===== src/rtl/int_nest_ctrl.sv =====
// Nested, prioritised interrupt controller: synchronised edge-detected sources, mask,
// vectored Int/int_ack redirect and a resume-PC stack. Define INT_PREEMPT_EN to enable preemption.
module int_nest_ctrl #(
    parameter int          DEPTH    = 3,
    parameter logic [31:0] IR1_ADDR = 32'h0000_0009,
    parameter logic [31:0] IR2_ADDR = 32'h0000_00c8,
    parameter logic [31:0] IR3_ADDR = 32'h0000_016c
) (
    input  logic        clk,
    input  logic        CLR_n,
    input  logic [2:0]  ir,
    input  logic        mask_we,
    input  logic [2:0]  mask_wdata,
    input  logic        eret,
    input  logic        int_ack,
    input  logic [31:0] pc_resume,
    output logic        Int,
    output logic [31:0] Iaddr,
    output logic [31:0] EPC,
    output logic [1:0]  cur_ir,
    output logic [2:0]  pending,
    output logic [1:0]  nest_level
);

`ifdef INT_PREEMPT_EN
    localparam int EFF_DEPTH = DEPTH;
    localparam bit PREEMPT   = 1'b1;
`else
    localparam int EFF_DEPTH = 1;
    localparam bit PREEMPT   = 1'b0;
`endif

    typedef enum logic {S_IDLE, S_REQ} state_e;

    state_e      state_q, state_d;
    logic [2:0]  sync1_q, sync2_q, dly_q;
    logic [2:0]  pend_q, pend_d, mask_q, rise, clr, eligible;
    logic [1:0]  sel_q, sel_d, cur_q, cur_d, nest_q, nest_d;
    logic [1:0]  winner, run_lvl, top_idx, cur_after_pop, nest_after_pop, top_id;
    logic [31:0] top_pc;
    logic        pop, ack, push, can_dispatch;
    logic [31:0] pc_stk_q [DEPTH];
    logic [1:0]  id_stk_q [DEPTH];

    // ID 1 (ir1) is the most urgent source, so it carries the highest level.
    function automatic logic [1:0] level_of(input logic [1:0] id);
        case (id)
            2'd1:    return 2'd3;
            2'd2:    return 2'd2;
            2'd3:    return 2'd1;
            default: return 2'd0;
        endcase
    endfunction

    function automatic logic [31:0] vector_of(input logic [1:0] id);
        case (id)
            2'd1:    return IR1_ADDR;
            2'd2:    return IR2_ADDR;
            2'd3:    return IR3_ADDR;
            default: return 32'h0;
        endcase
    endfunction

    assign rise    = sync2_q & ~dly_q;
    assign pop     = eret && (nest_q != 2'd0);
    assign ack     = int_ack && (state_q == S_REQ);
    assign top_idx = nest_q - 2'd1;

    // NOTE: every variable driven here gets a default first, so no path can infer a latch.
    always_comb begin
        top_pc = 32'h0;
        top_id = 2'd0;
        for (int i = 0; i < DEPTH; i++) begin
            if (top_idx == 2'(i)) begin
                top_pc = pc_stk_q[i];
                top_id = id_stk_q[i];
            end
        end

        run_lvl = level_of(cur_q);
        for (int i = 0; i < 3; i++) begin
            eligible[i] = pend_q[i] & ~mask_q[i] & (level_of(2'(i + 1)) > run_lvl);
        end
        if (!PREEMPT && cur_q != 2'd0) eligible = 3'b000;

        winner = eligible[0] ? 2'd1 : eligible[1] ? 2'd2 : eligible[2] ? 2'd3 : 2'd0;
        can_dispatch = (winner != 2'd0) && (int'(nest_q) < EFF_DEPTH);

        // A same-cycle eret pops before the acknowledged handler is pushed.
        cur_after_pop  = pop ? top_id : cur_q;
        nest_after_pop = nest_q - {1'b0, pop};

        state_d = state_q;
        sel_d   = sel_q;
        cur_d   = cur_after_pop;
        nest_d  = nest_after_pop;
        clr     = 3'b000;
        push    = 1'b0;
        case (state_q)
            S_IDLE: begin
                if (can_dispatch) begin
                    state_d = S_REQ;
                    sel_d   = winner;
                end
            end
            S_REQ: begin
                if (ack) begin
                    push    = 1'b1;
                    cur_d   = sel_q;
                    nest_d  = nest_after_pop + 2'd1;
                    clr     = 3'b001 << (sel_q - 2'd1);
                    state_d = S_IDLE;
                end
            end
            default: state_d = S_IDLE;
        endcase

        pend_d = (pend_q & ~clr) | rise;
    end

    // NOTE: sequential state uses non-blocking assignments so every flop samples pre-edge values.
    always_ff @(posedge clk or negedge CLR_n) begin
        if (!CLR_n) begin
            sync1_q <= 3'b000;
            sync2_q <= 3'b000;
            dly_q   <= 3'b000;
            pend_q  <= 3'b000;
            mask_q  <= 3'b000;
            state_q <= S_IDLE;
            sel_q   <= 2'd0;
            cur_q   <= 2'd0;
            nest_q  <= 2'd0;
        end else begin
            sync1_q <= ir;
            sync2_q <= sync1_q;
            dly_q   <= sync2_q;
            pend_q  <= pend_d;
            if (mask_we) mask_q <= mask_wdata;
            state_q <= state_d;
            sel_q   <= sel_d;
            cur_q   <= cur_d;
            nest_q  <= nest_d;
        end
    end

    // NOTE: stack entries are only read below nest_level, so they need no reset.
    for (genvar g = 0; g < DEPTH; g++) begin : g_stk
        always_ff @(posedge clk) begin
            if (push && nest_after_pop == 2'(g)) begin
                pc_stk_q[g] <= pc_resume;
                id_stk_q[g] <= cur_after_pop;
            end
        end
    end

    assign Int        = (state_q == S_REQ);
    assign Iaddr      = Int ? vector_of(sel_q) : 32'h0;
    assign EPC        = (nest_q == 2'd0) ? 32'h0 : top_pc;
    assign cur_ir     = cur_q;
    assign pending    = pend_q;
    assign nest_level = nest_q;

endmodule


===== config.mk =====
export PLATFORM = sky130hd
export DESIGN_NAME = int_nest_ctrl
export DESIGN_NICKNAME = d
export VERILOG_FILES = /design/src/rtl/int_nest_ctrl.sv
export SDC_FILE = /design/constraint.sdc
export NUM_CORES = 1
export LEC_CHECK = 0
export ABC_AREA = 0
export BUFFER_PORTS_ARGS = -buffer_cell sky130_fd_sc_hd__buf_2
export CAP_MARGIN = 20
export CORE_MARGIN = 5
export CORE_UTILIZATION = 50
export CTS_CLUSTER_DIAMETER = 60
export DETAILED_ROUTE_END_ITERATION = 16
export GPL_ROUTABILITY_DRIVEN = 0
export PLACE_DENSITY_LB_ADDON = 0.08
export SLEW_MARGIN = 5
export SYNTH_ARGS = -nofsm -noshare
export SYNTH_HDL_FRONTEND = slang
export SYNTH_SLANG_ARGS = --single-unit

===== constraint.sdc =====
create_clock -name clk -period 5.8 [get_ports clk]
set_input_delay 0 -clock clk [delete_from_list [all_inputs] [get_ports clk]]
set_output_delay 0 -clock clk [all_outputs]
set_load 0.02 [all_outputs]

## Word-level counts from Yosys, hierarchy flattened

Memories as Yosys holds them, arrays and structs flattened.
Cells that the tools add are included.

| word-level totals | value |
|---|---|
| latch bits | 0 |
| memories | 2 |
| input bits | 43 |
| logic and storage cells | 106 |
| memory bits (writable) | 102 |
| bits in registers | 22 |
| bits in read-only memories | 0 |

| cells by class | value |
|---|---|
| equality and inequality tests | 10 |
| add/sub/neg operators | 4 |
| reductions and logical operators | 17 |
| shifts and indexed selects | 1 |
| div/mod/pow operators | 0 |
| bitwise logic cells | 15 |
| magnitude comparators | 4 |
| multiply operators | 0 |
| multiplexer cells | 44 |

Memory list:

| memory | depth | width | read ports | clocked after Yosys merged registers in | wr ports | line | RTL |
|---|---|---|---|---|---|---|---|
| pc_stk_q | 3 | 32 | 3 | 0 | 1 | 42 | `logic [31:0] pc_stk_q [DEPTH];` |
| id_stk_q | 3 | 2 | 3 | 0 | 1 | 43 | `logic [1:0] id_stk_q [DEPTH];` |

Operator list:

| kind | number |
|---|---|
| 2-to-1 mux 32 bit | 7 |
| OR reduction 32 bit | 2 |
| 2-to-1 mux 2 bit | 17 |
| one-hot mux 9 bit (3 select lines) | 1 |
| 2-to-1 mux 1 bit | 14 |
| == test 2 bit (second input constant) | 6 |
| 2-to-1 mux 3 bit | 3 |
| == test 2 x 1 -> 1 bit (second input constant) | 4 |
| bitwise AND 1 bit | 6 |
| bitwise AND 3 bit | 2 |
| logical AND 1 bit | 6 |
| zero test 2 bit | 3 |
| NOT 3 bit | 2 |
| one-hot mux 2 bit (3 select lines) | 1 |
| nonzero test 2 bit | 3 |
| > comparator 2 bit (first input constant) | 2 |
| NOT 1 bit | 4 |
| OR reduction 2 bit | 2 |
| subtractor 2 x 1 -> 2 bit (second input constant) | 2 |
| OR 3 bit | 1 |
| << shifter 1 x 2 -> 3 bit (first input constant) | 1 |
| adder 2 x 1 -> 2 bit (second input constant) | 1 |
| > comparator 1 x 2 -> 1 bit (first input constant) | 1 |
| less-than comparator 2 x 1 -> 1 bit (second input constant) | 1 |
| other kinds (3) | 3 |

## Depth between registers and ports, before layout

Gate-level depths: netlist (run 1).

| depth | value |
|---|---|
| depth in word-level cells | 12 |
| mapped depth | 7 |
| mapped depth without buffers | 5 |

## Least setup slack after synthesis (run 1)

No wires, ideal clock.

| timing | value |
|---|---|
| path type | register to register |
| from | register nest_q[0] (netlist: nest_level[0]) |
| to | memory id_stk_q[0][0], enable pin |
| required time | 5.332 ns |
| library setup time | 0.468 ns |
| period minus slack after synthesis | 3.833 ns |
| setup slack | 1.967 ns |
| stages on the path, launching flop included | 6 |
| buffers on the path | 2 |
| arrival time | 3.366 ns |
| cells stage by stage | dfrtp_1 -> buf_4 -> buf_6 -> nand3b_1 -> o21ai_2 -> nor3_1 |

| on the way | value |
|---|---|
| word-level cells in the longest chain between the ends | 10 |

RTL lines:

| what | line | RTL |
|---|---|---|
| start, declared | 38 | `logic [1:0] sel_q, sel_d, cur_q, cur_d, nest_q, nest_d;` |
| start signal, assigned | 142 | `nest_q <= nest_d;` |
| nonzero test 2 bit | 65 | `assign pop = eret && (nest_q != 2'd0);` |
| logical AND 1 bit | 65 |  |
| subtractor 2 x 1 -> 2 bit (*) | 91 | `nest_after_pop = nest_q - {1'b0, pop};` |
| == test 2 x 1 -> 1 bit | 149 | `if (push && nest_after_pop == 2'(g)) begin` |
| logical AND 1 bit | 149 |  |
| 2-to-1 mux 1 bit | 149 |  |
| 2-to-1 mux 1 bit (implied by the code) | 151 | `id_stk_q[g] <= cur_after_pop;` |
| OR reduction 2 bit (no line) | - |  |
| 2-to-1 mux 2 bit (no line) or 2-to-1 mux 1 bit (tied branches) (2 in a row) | - |  |
| end, declared | 43 |  |

Every way passes the cells marked *; elsewhere a longest branch is shown, timed or not.

## Final worst setup path (run 1)

| timing | value |
|---|---|
| from | register nest_q[0] (netlist: nest_level[0]) |
| to | output port EPC[15] |

| on the way | value |
|---|---|
| word-level cells in the longest chain between the ends | 6 |

RTL lines:

| what | line | RTL |
|---|---|---|
| subtractor 2 x 1 -> 2 bit | 67 | `assign top_idx = nest_q - 2'd1;` |
| zero test 2 bit | 74 | `if (top_idx == 2'(i)) begin` |
| 2-to-1 mux 32 bit (3 in a row) | 74 |  |
| 2-to-1 mux 32 bit (*) | 158 | `assign EPC = (nest_q == 2'd0) ? 32'h0 : top_pc;` |
| end, declared | 19 | `output logic [31:0] EPC,` |

Marked as above.

==> results of run 1 <==
worst max-delay path, cell delays in order, from the launching register on:
cell     delay, ns
dfrtp_2       0.99
inv_2         0.14
nor2_4        0.71
a22o_1        0.30
buf_2         0.17
state kept, by name, indices dropped and copies added (netlist names), 3 cells and up:
register	flops
dly_q	3
id_stk_q	6
mask_q	3
pc_stk_q	96
pending	3
sync1_q	3
sync2_q	3
final timing paths:
| check | cells after the start | startpoint | to |
|---|---|---|---|
| max | 4 | nest_level[0] | EPC[15] |
| min in group asynchronous | 3 | CLR_n | sync1_q[2] |
| min | 2 | ir[1] | sync1_q[1] |
| max reg2reg | 4 | nest_level[0] | pc_stk_q[0][43] |
| max in group asynchronous | 3 | CLR_n | nest_level[0] |
| min reg2reg | 0 | sync1_q[1] | sync2_q[1] |
cell type report:
class,count,area share [%]
Tap cell,133,2.559
Multi-Input combinational cell,147,18.01
Inverter,14,0.8080
Timing Repair Buffer,135,13.89
Clock inverter,14,2.713
Sequential cell,124,55.60
Clock buffer,18,6.426
cells in the mapped netlist, drive strengths merged:
| cell type | count |
|---|---|
| a21o | 2 |
| a21oi | 2 |
| a22o | 32 |
| a22oi | 1 |
| a2bb2oi | 2 |
| a31oi | 2 |
| and3 | 2 |
| and3b | 1 |
| and4b | 1 |
| and4bb | 1 |
| buf | 39 |
| conb | 1 |
| dfrtp | 22 |
| edfxtp | 102 |
| ha | 5 |
| inv | 14 |
| mux2 | 35 |
| mux2i | 3 |
| nand2 | 6 |
| nand2b | 2 |
| nand3 | 2 |
| nand3b | 1 |
| nor2 | 6 |
| nor3 | 2 |
| nor4bb | 1 |
| o21ai | 8 |
| o31ai | 4 |
| xnor2 | 1 |
repair_timing:
item,CTS,global route
hold buffers,45,0
endpoints found under the hold margin,131,0
endpoints found under the setup margin,0,0
cell usage in the layout, fill, tap and decap left out, types with 2 or more instances in the layout:
cell	synthesis	final
a21o_1	2	2
a21oi_1	2	2
a22o_1	32	32
a2bb2oi_1	2	2
a31oi_1	2	2
and3_2	0	2
buf_2	6	89
bufinv_16	0	4
clkbuf_16	0	16
clkinv_1	0	2
clkinv_2	0	5
clkinvlp_4	0	2
conb_1	1	25
dfrtp_1	22	20
dfrtp_2	0	2
dlygate4sd3_1	0	45
edfxtp_1	102	102
ha_1	5	5
inv_1	13	13
mux2_1	10	10
mux2_2	25	25
mux2i_1	3	3
nand2_1	6	6
nand2b_1	2	2
nand3_1	2	2
nor2_1	5	5
o21ai_0	6	6
o31ai_1	4	4
kinds of logic after synthesis:
kind of cell	after synthesis	share of synthesized area (%)
flops	124	71.88
compound gates	53	8.288
buf+inv	53	6.869
mux	38	8.437
simple gates	25	3.036
fa+ha+maj	5	1.244
other cells	1	0.07459
xor+xnor	1	0.1742
routing by layer:
metal	GRT usage, %	part of all wire (%)	vias up
li1	-	-	1371
met1	21.35	43	1429
met2	27.08	51	88
met3	4.834	6.1	5
met4	6.596	0.69	0
met5	0	0	-
metrics by stage:
stage | std cells | utilization (%) | instance area, sq um
final | 585 | 66.54 | 6504
after global routing | 585 | 66.54 | 6504
after CTS | 585 | 66.54 | 6504
after detailed placement | 508 | 55.85 | 5459
after global placement | 508 | 55.85 | 5459
after floorplan | 324 | - | 5117
power groups by stage:
stage          sequential [mW]  combinational, mW  clock [mW]
2_1_floorplan             1.00             0.0391           0
3_3_place_gp              1.01             0.0518           0
3_5_place_dp              1.01             0.0527           0
4_1_cts                  0.988             0.0774        1.07
5_1_grt                  0.991             0.0872        1.11
6_report                 0.988             0.0782        1.05
==> out/metrics.cfg, run 1 <==
[status]
outcome=finished clean

[logic_synthesis]
syn_inst=300
synth.cell_area_sq_um=5027
synth_cell_types=36
avgSynthCellArea_sq_um=16.76
yosys.area.top_type=edfxtp_1
ys_warn_count=0
ys_seq_elements=124
ys_top_cells_by_area=edfxtp_1 61%, dfrtp_1 11%, mux2_2 5.6%
netlist.area_leader.share_pct=60.93
seq_area_frac_synth_pct=71.88

[timing]
period_share_pct=49.36
finalHoldViolCount=0
fin_skew_ns=0.004398
drv_slew=0
setup_slack_ns=2.937
finalSetupTns_ns=0
rsz0062_at_grt=no
max_freq_mhz=349.3
min_period_ns=2.863
relSlewSlack_pct=34.66
holdWs_ns=0.1391
setup_viol_count_final=0
tightest_slew_ns=0.9800

[global_route]
antenna_found_initial=0
grt_pass1_wl_microns=14980
grt_pass1_vias=2999
grt_overflow=0
grt_max_degree=44
track_usage_pct=16.72

[die]
ios=115
die_x_microns=110.3
dieArea_sq_um=12160
std_cell_rows=36
start_util_pct=51.43
die_h_microns=110.3
core_area_sq_um=9774

[placed_design]
io_buffer_count=89
dp_hpwl_microns=5551
post-place-ws_ns=2.968

[pwr]
swShare_pct=19.37
p_switching_uw=409.1
seqPwrFrac_pct=46.8
p_leak_nw=2.637
p_per_area_nw_per_um2=324.7
peakVddDrop_v=0.0002118
pwr-share-clk_pct=49.5
p_int_mw=1.703
power_frac_comb_pct=3.7
power_mw=2.112

[final_layout]
area_growth_pct=29.37
multi_input_area_sq_um=1171
register_area_sq_um=3616
fillCellCount=717
antenna_cells=0
drive_above_1_share_pct=34.07
final_nets=487

[detailed_routing]
vias=2893
antenna_left=0
wl_microns=9459
dr.first_iter.drc_count=176
drcViolationCount=0
wl_per_cell_microns=16.17
via_per_inst=4.945
drt-pass1-iter-count=4

[critical_path]
critical_path_required_ns=5.80
end_kind=primary output
crit_path_start_kind=flop
r2r_slack_ns=3.03
crit_fanout=43
arrival_ns=2.86
path_class=flop to primary output

[clocking]
cts_tree=done
cts.path.max_buffers=2
cts_buffers=17
clkSinkCount=124
clkTransAtPathRegs_ns=0.06
cts.repair.resized=0
root_buffer=clkbuf_8
clkLatencyLatePin_ns=0.50
postCtsSetupBuffers=0
htreeDepth=4

[flow_run]
maxCapViolCount=0

[min_path]
hold_class=input port to flop

Note: power is estimated with default switching activity, not from simulation.
==> run 2: changes to the inputs <==
Settings changed: ABC_AREA 0 to 1, CORE_UTILIZATION 50 to 48.
Clock period 5.8 ns to 2.55 ns, I/O delays scaled along.
==> out/metrics.cfg, run 2 <==
[detailed_routing]
drt-pass1-iter-count=6  ; +2
wl_microns=9852  ; +4.2%
antenna_left=0  ; unchanged
via_per_inst=4.628  ; -6.4%
vias=3207  ; +11%
drcViolationCount=0  ; unchanged
wl_per_cell_microns=14.22  ; -12%
dr.first_iter.drc_count=204  ; +16%

[timing]
finalHoldViolCount=0  ; unchanged
finalSetupTns_ns=0  ; unchanged
rsz0062_at_grt=no
drv_slew=0  ; unchanged
setup_viol_count_final=0  ; unchanged
period_share_pct=87.48
holdWs_ns=0.1307  ; -0.008332 ns
min_period_ns=2.231
max_freq_mhz=448.3
relSlewSlack_pct=54.02  ; +19 points
fin_skew_ns=0.009952  ; +0.005554 ns
tightest_slew_ns=0.6881  ; -0.2919 ns

[die]
die_x_microns=111.3  ; +0.95%
start_util_pct=48.38  ; -3.1 points
die_h_microns=111.3  ; +0.95%
dieArea_sq_um=12390  ; +1.9%
core_area_sq_um=10180  ; +4.2%
std_cell_rows=37  ; +2.8%
ios=115  ; unchanged

[logic_synthesis]
synth-edff-count=102  ; unchanged
ys_top_cells_by_area=edfxtp_1 62%, dfrtp_1 11%, nand2_1 9.8%
netlist.area_leader.share_pct=62.16  ; +1.2 points
synthTopCellsByCount=129 x nand2_1, 102 x edfxtp_1, 40 x nand3_1, 32 x buf_4, 22 x dfrtp_1
yosys.area.top_type=edfxtp_1
ys_warn_count=0  ; unchanged
ys_seq_elements=124  ; unchanged
yosys.cell_count.top_type=nand2_1
synth_ff_type=edfxtp_1
synth.cell_area_sq_um=4927  ; -2.0%
synth_cell_types=23  ; -36%
syn_inst=396  ; +32%
seq_area_frac_synth_pct=73.34  ; +1.5 points
avgSynthCellArea_sq_um=12.44  ; -26%
async_flop_share_pct=17.74  ; unchanged

[final_layout]
final_nets=592  ; +22%
mostFrequentLayoutCells=129 x nand2_1, 102 x edfxtp_1, 89 x buf_2, 45 x dlygate4sd3_1, 40 x nand3_1
drive_above_1_share_pct=25.13  ; -8.9 points
largest-register=pc_stk_q
multi_input_area_sq_um=1061  ; -9.4%
antenna_cells=0  ; unchanged
register_area_sq_um=3613  ; about the same
final_common_cell=nand2_1
largest_register_ffs=96  ; unchanged
area_growth_pct=31.87
biggestRegsByFlops=pc_stk_q x96, id_stk_q x6
final_util_pct=63.80  ; -2.7 points
fillCellCount=793  ; +11%

[critical_path]
crit_fanout=23  ; -47%
arrival_ns=2.23  ; -0.63 ns
crit_start=nest_level[1]
r2r-start=nest_level[1]
critical_path_required_ns=2.55  ; -3.25 ns
path_class=flop to primary output
r2r_cells=8  ; +4
crit_path_start_kind=flop
end_kind=primary output

[global_route]
met3_usage_pct=6.386  ; +1.6 points
gr-usage-met1_pct=20.76  ; -0.59 points
antenna_found_initial=0  ; unchanged
grt_pass1_vias=3266  ; +8.9%
grt_overflow=0  ; unchanged
use_met2_pct=27.42  ; +0.34 points
grt_pass1_wl_microns=16320  ; +8.9%
track_usage_pct=16.92  ; +0.20 points
top_usage_layer=met2
grt_max_degree=35  ; -20%

[clocking]
clkTransAtPathRegs_ns=0.05  ; about the same
cts.path.max_buffers=2  ; unchanged
cts_buffers=17  ; unchanged
root_buffer=clkbuf_8
cts_tree=done
clkSinkCount=124  ; unchanged
clkLatencyLatePin_ns=0.51  ; about the same
htreeDepth=4  ; unchanged
postCtsSetupBuffers=0  ; unchanged

[status]
outcome=finished clean

[placed_design]
dp_hpwl_microns=6124  ; +10%
io_buffer_count=89  ; unchanged

[flow_run]
maxCapViolCount=0  ; unchanged

[min_path]
hp-start=ir[0]
hold_class=input port to flop
hold_depth=2  ; unchanged

[pwr]
peakVddDrop_v=0.0005197  ; +150%
p_leak_nw=2.765  ; +4.9%
p_per_area_nw_per_um2=1039  ; +220%

[run 2: cell types whose count changed after synthesis, sizes merged, moves of 3 or more]
cell | before | now
a22o | 32 | 0
nand2 | 6 | 133
nand3 | 2 | 40
o31ai | 4 | 0
a21boi | 0 | 3
mux2i | 3 | 0
inv | 14 | 26
nor2 | 6 | 14
mux2 | 35 | 3
[run 2: kinds of logic (layout without fill, tap and decap cells)]
family	Yosys count	count (layout)	synth area share, %
other cells	1	25	0.07611
mux	3	3	0.6856
flops	124	124	73.34
simple gates	188	188	15.77
buf+inv	63	200	7.364
compound gates	12	12	1.498
fa+ha+maj	5	5	1.270
[run 2: stage by stage]
stage / std cells / power [mW] / setup WS (ns) / instance area (sq um)
floorplan: 420 / 3.825 / 0.1229 / 5022
global placement: 615 / 4.424 / 0.5659 / 5453
detailed placement: 615 / 4.438 / 0.5002 / 5453
CTS: 692 / 6.832 / 0.2602 / 6482
global route: 693 / 7.145 / 0.1338 / 6497
finish: 693 / 6.749 / 0.3192 / 6497
[run 2: final timing paths]
check                                       end  slack, ns
worst max-delay path                    EPC[18]       0.32
worst min-delay path                 sync1_q[0]       0.13
worst min register to register       sync2_q[0]       0.35
max in group asynchronous         nest_level[1]       1.63
min in group asynchronous            pending[2]       0.47
worst max register to register  pc_stk_q[0][47]       0.52
[run 2: per-layer routing]
| layer | up-vias | share of wire, % |
|---|---|---|
| met3 | 13 | 7.2 |
| li1 | 1579 | - |
| met4 | 0 | 1.5 |
| met1 | 1517 | 42 |
| met2 | 98 | 49 |
| met5 | - | 0 |
[run 2: layout make-up]
type / count / share of cell area [%]
inverters: 26 / 1.502
repair buffers: 142 / 15.02
flip-flops and latches: 124 / 55.61
multi-input cells: 233 / 16.33
well taps: 136 / 2.619
clock buffers: 25 / 7.144
clock inverters: 7 / 1.772
[run 2: repair_timing]
item,CTS,global route
endpoints found under the setup margin,0,0
hold buffers,45,0
resized for setup,0,0
hold endpoints to repair,130,0
[run 2: power breakdown]
group | internal (mW) | total (mW) | switching, mW
Combinational | 0.593 | 1.89 | 1.29
Clock | 1.54 | 2.32 | 0.781
Sequential | 2.44 | 2.55 | 0.106
[run 2: worst max-delay path, stage by stage (launching register included)]
cell	delay (ns)
dfrtp_1	0.51
nor2_4	0.61
buf_4	0.29
nand2_1	0.07
nand3_1	0.08
buf_2	0.16
==> run 3: changes to the inputs <==
Settings changed: CELL_PAD_IN_SITES_DETAIL_PLACEMENT set to 1, CELL_PAD_IN_SITES_GLOBAL_PLACEMENT set to 1, CORE_UTILIZATION 48 to 38, GPL_ROUTABILITY_DRIVEN 0 to 1.
==> out/metrics.cfg, run 3 (same netlist as run 2, synthesis figures left out) <==
[final_layout]
area_growth_pct=33.24
drive_above_1_share_pct=25.00  ; -0.13 points
antenna_cells=0  ; unchanged
largest-register=pc_stk_q
final_common_cell=nand2_1
mostFrequentLayoutCells=129 x nand2_1, 102 x edfxtp_1, 89 x buf_2, 44 x dlygate4sd3_1, 40 x nand3_1
final_nets=592  ; unchanged
largest_register_ffs=96  ; unchanged
biggestRegsByFlops=pc_stk_q x96, id_stk_q x6

[global_route]
grt_overflow=0  ; unchanged
antenna_found_initial=0  ; unchanged
grt_pass1_wl_microns=18000  ; +10%
track_usage_pct=15.85  ; -1.1 points
grt_max_degree=35  ; unchanged
grt_pass1_vias=3520  ; +7.8%

[critical_path]
r2r-start=nest_level[1]
r2r-end=pc_stk_q[0][42]
path_class=flop to primary output
r2r_slack_ns=0.56  ; +0.04 ns
crit_fanout=18  ; -22%
arrival_ns=2.09  ; -0.14 ns
r2r_cells=8  ; unchanged
crit_path_start_kind=flop
critical_path_required_ns=2.55  ; about the same
end_kind=primary output

[clocking]
clkLatencyLatePin_ns=0.41  ; -0.10 ns
clkSinkCount=124  ; unchanged
cts_buffers=17  ; unchanged
clkTransAtPathRegs_ns=0.05  ; about the same
cts.path.max_buffers=2  ; unchanged
root_buffer=clkbuf_16
postCtsSetupBuffers=0  ; unchanged
htreeDepth=4  ; unchanged
cts_tree=done
cts.repair.resized=0  ; unchanged
cts_hold_buf=44  ; -2.2%

[detailed_routing]
vias=3293  ; +2.7%
drcViolationCount=0  ; unchanged
drt-pass1-iter-count=4  ; -2
wl_microns=11330  ; +15%
via_per_inst=4.523  ; -2.3%
dr.first_iter.drc_count=145  ; -29%
wl_per_cell_microns=15.56  ; +9.5%
antenna_left=0  ; unchanged

[die]
ios=115  ; unchanged
dieArea_sq_um=15340  ; +24%
start_util_pct=38.89  ; -9.5 points
core_area_sq_um=12670  ; +24%
std_cell_rows=41  ; +11%
die_h_microns=123.9  ; +11%
die_x_microns=123.9  ; +11%

[placed_design]
gp_congestion=0.7955
dp_hpwl_microns=7316  ; +19%
io_buffer_count=89  ; unchanged

[timing]
period_share_pct=82.04  ; -5.4 points
drv_slew=0  ; unchanged
holdWs_ns=0.07467  ; -0.05607 ns
finalSetupTns_ns=0  ; unchanged
min_period_ns=2.092  ; -0.1387 ns
max_freq_mhz=478.0  ; +6.6%
finalHoldViolCount=0  ; unchanged
fin_skew_ns=0.01151  ; +0.001560 ns
setup_viol_count_final=0  ; unchanged
rsz0062_at_grt=no

[min_path]
hold_class=input port to async pin

[flow_run]
maxCapViolCount=0  ; unchanged

[status]
outcome=finished clean

[pwr]
p_per_area_nw_per_um2=1051  ; +1.1%
peakVddDrop_v=0.0003949  ; -24%
p_leak_nw=2.781  ; +0.57%

## run 3: changes by cell type in the layout (fill, tap and decap cells not counted), sizes merged
cell,delta
dlygate4sd3,-1
bufinv,+1
clkinvlp,-2
clkbuf,-5
clkinv,+5
buf,+1
## run 3: worst max-delay path: stages (launching register included)
cell     delay (ns)
dfrtp_1        0.52
nor2_4         0.47
buf_4          0.32
nand2_1        0.07
nand3_1        0.11
buf_2          0.18
## run 3: layout make-up
type                    instances  area, sq um
fillers                      1328         6106
clock buffers                  20        436.7
repair buffers                142        991.0
clock inverters                11        150.1
well taps                     172        215.2
multi-input cells             233         1061
inverters                      26        97.59
flip-flops and latches        124         3613
## run 3: report_power, final
group	total (mW)	switching, mW	internal [mW]
registers	2.55	0.112	2.44
logic	1.94	1.33	0.604
clock network	2.41	0.803	1.61
total	6.90	2.25	4.65
## run 3: per-layer routing
layer	vias up	global-route usage [%]	wire (microns)
met3	14	5.586	726
met4	0	6.228	159
li1	1582	-	-
met2	90	26.66	5687
met1	1607	18.57	4755
met5	-	0	0
## run 3: how the worst max path moves through the flow
stage | startpoint | to | slack [ns] | cells past startpoint
6_report | nest_level[1] | EPC[18] | 0.46 | 5
5_1_grt | nest_level[1] | EPC[18] | 0.32 | 5
4_1_cts | nest_level[1] | EPC[18] | 0.39 | 5
3_5_place_dp | nest_level[1] | pc_stk_q[0][41] | 0.53 | 8
3_3_place_gp | nest_level[1] | pc_stk_q[0][41] | 0.60 | 8
2_1_floorplan | nest_level[0] | id_stk_q[0][4] | 0.12 | 9
## run 3: metrics by stage
| stage | area (sq um) | util [%] | std cells | setup WS [ns] | power, mW |
|---|---|---|---|---|---|
| final | 6565 | 51.81 | 728 | 0.4579 | 6.897 |
| after global routing | 6565 | 51.81 | 728 | 0.3184 | 7.285 |
| after CTS | 6565 | 51.81 | 728 | 0.3920 | 7.000 |
| after detailed placement | 5538 | 43.70 | 653 | 0.5290 | 4.506 |
| after global placement | 5538 | 43.70 | 653 | 0.5993 | 4.466 |
| after floorplan | 5022 | - | 420 | 0.1229 | 3.825 |
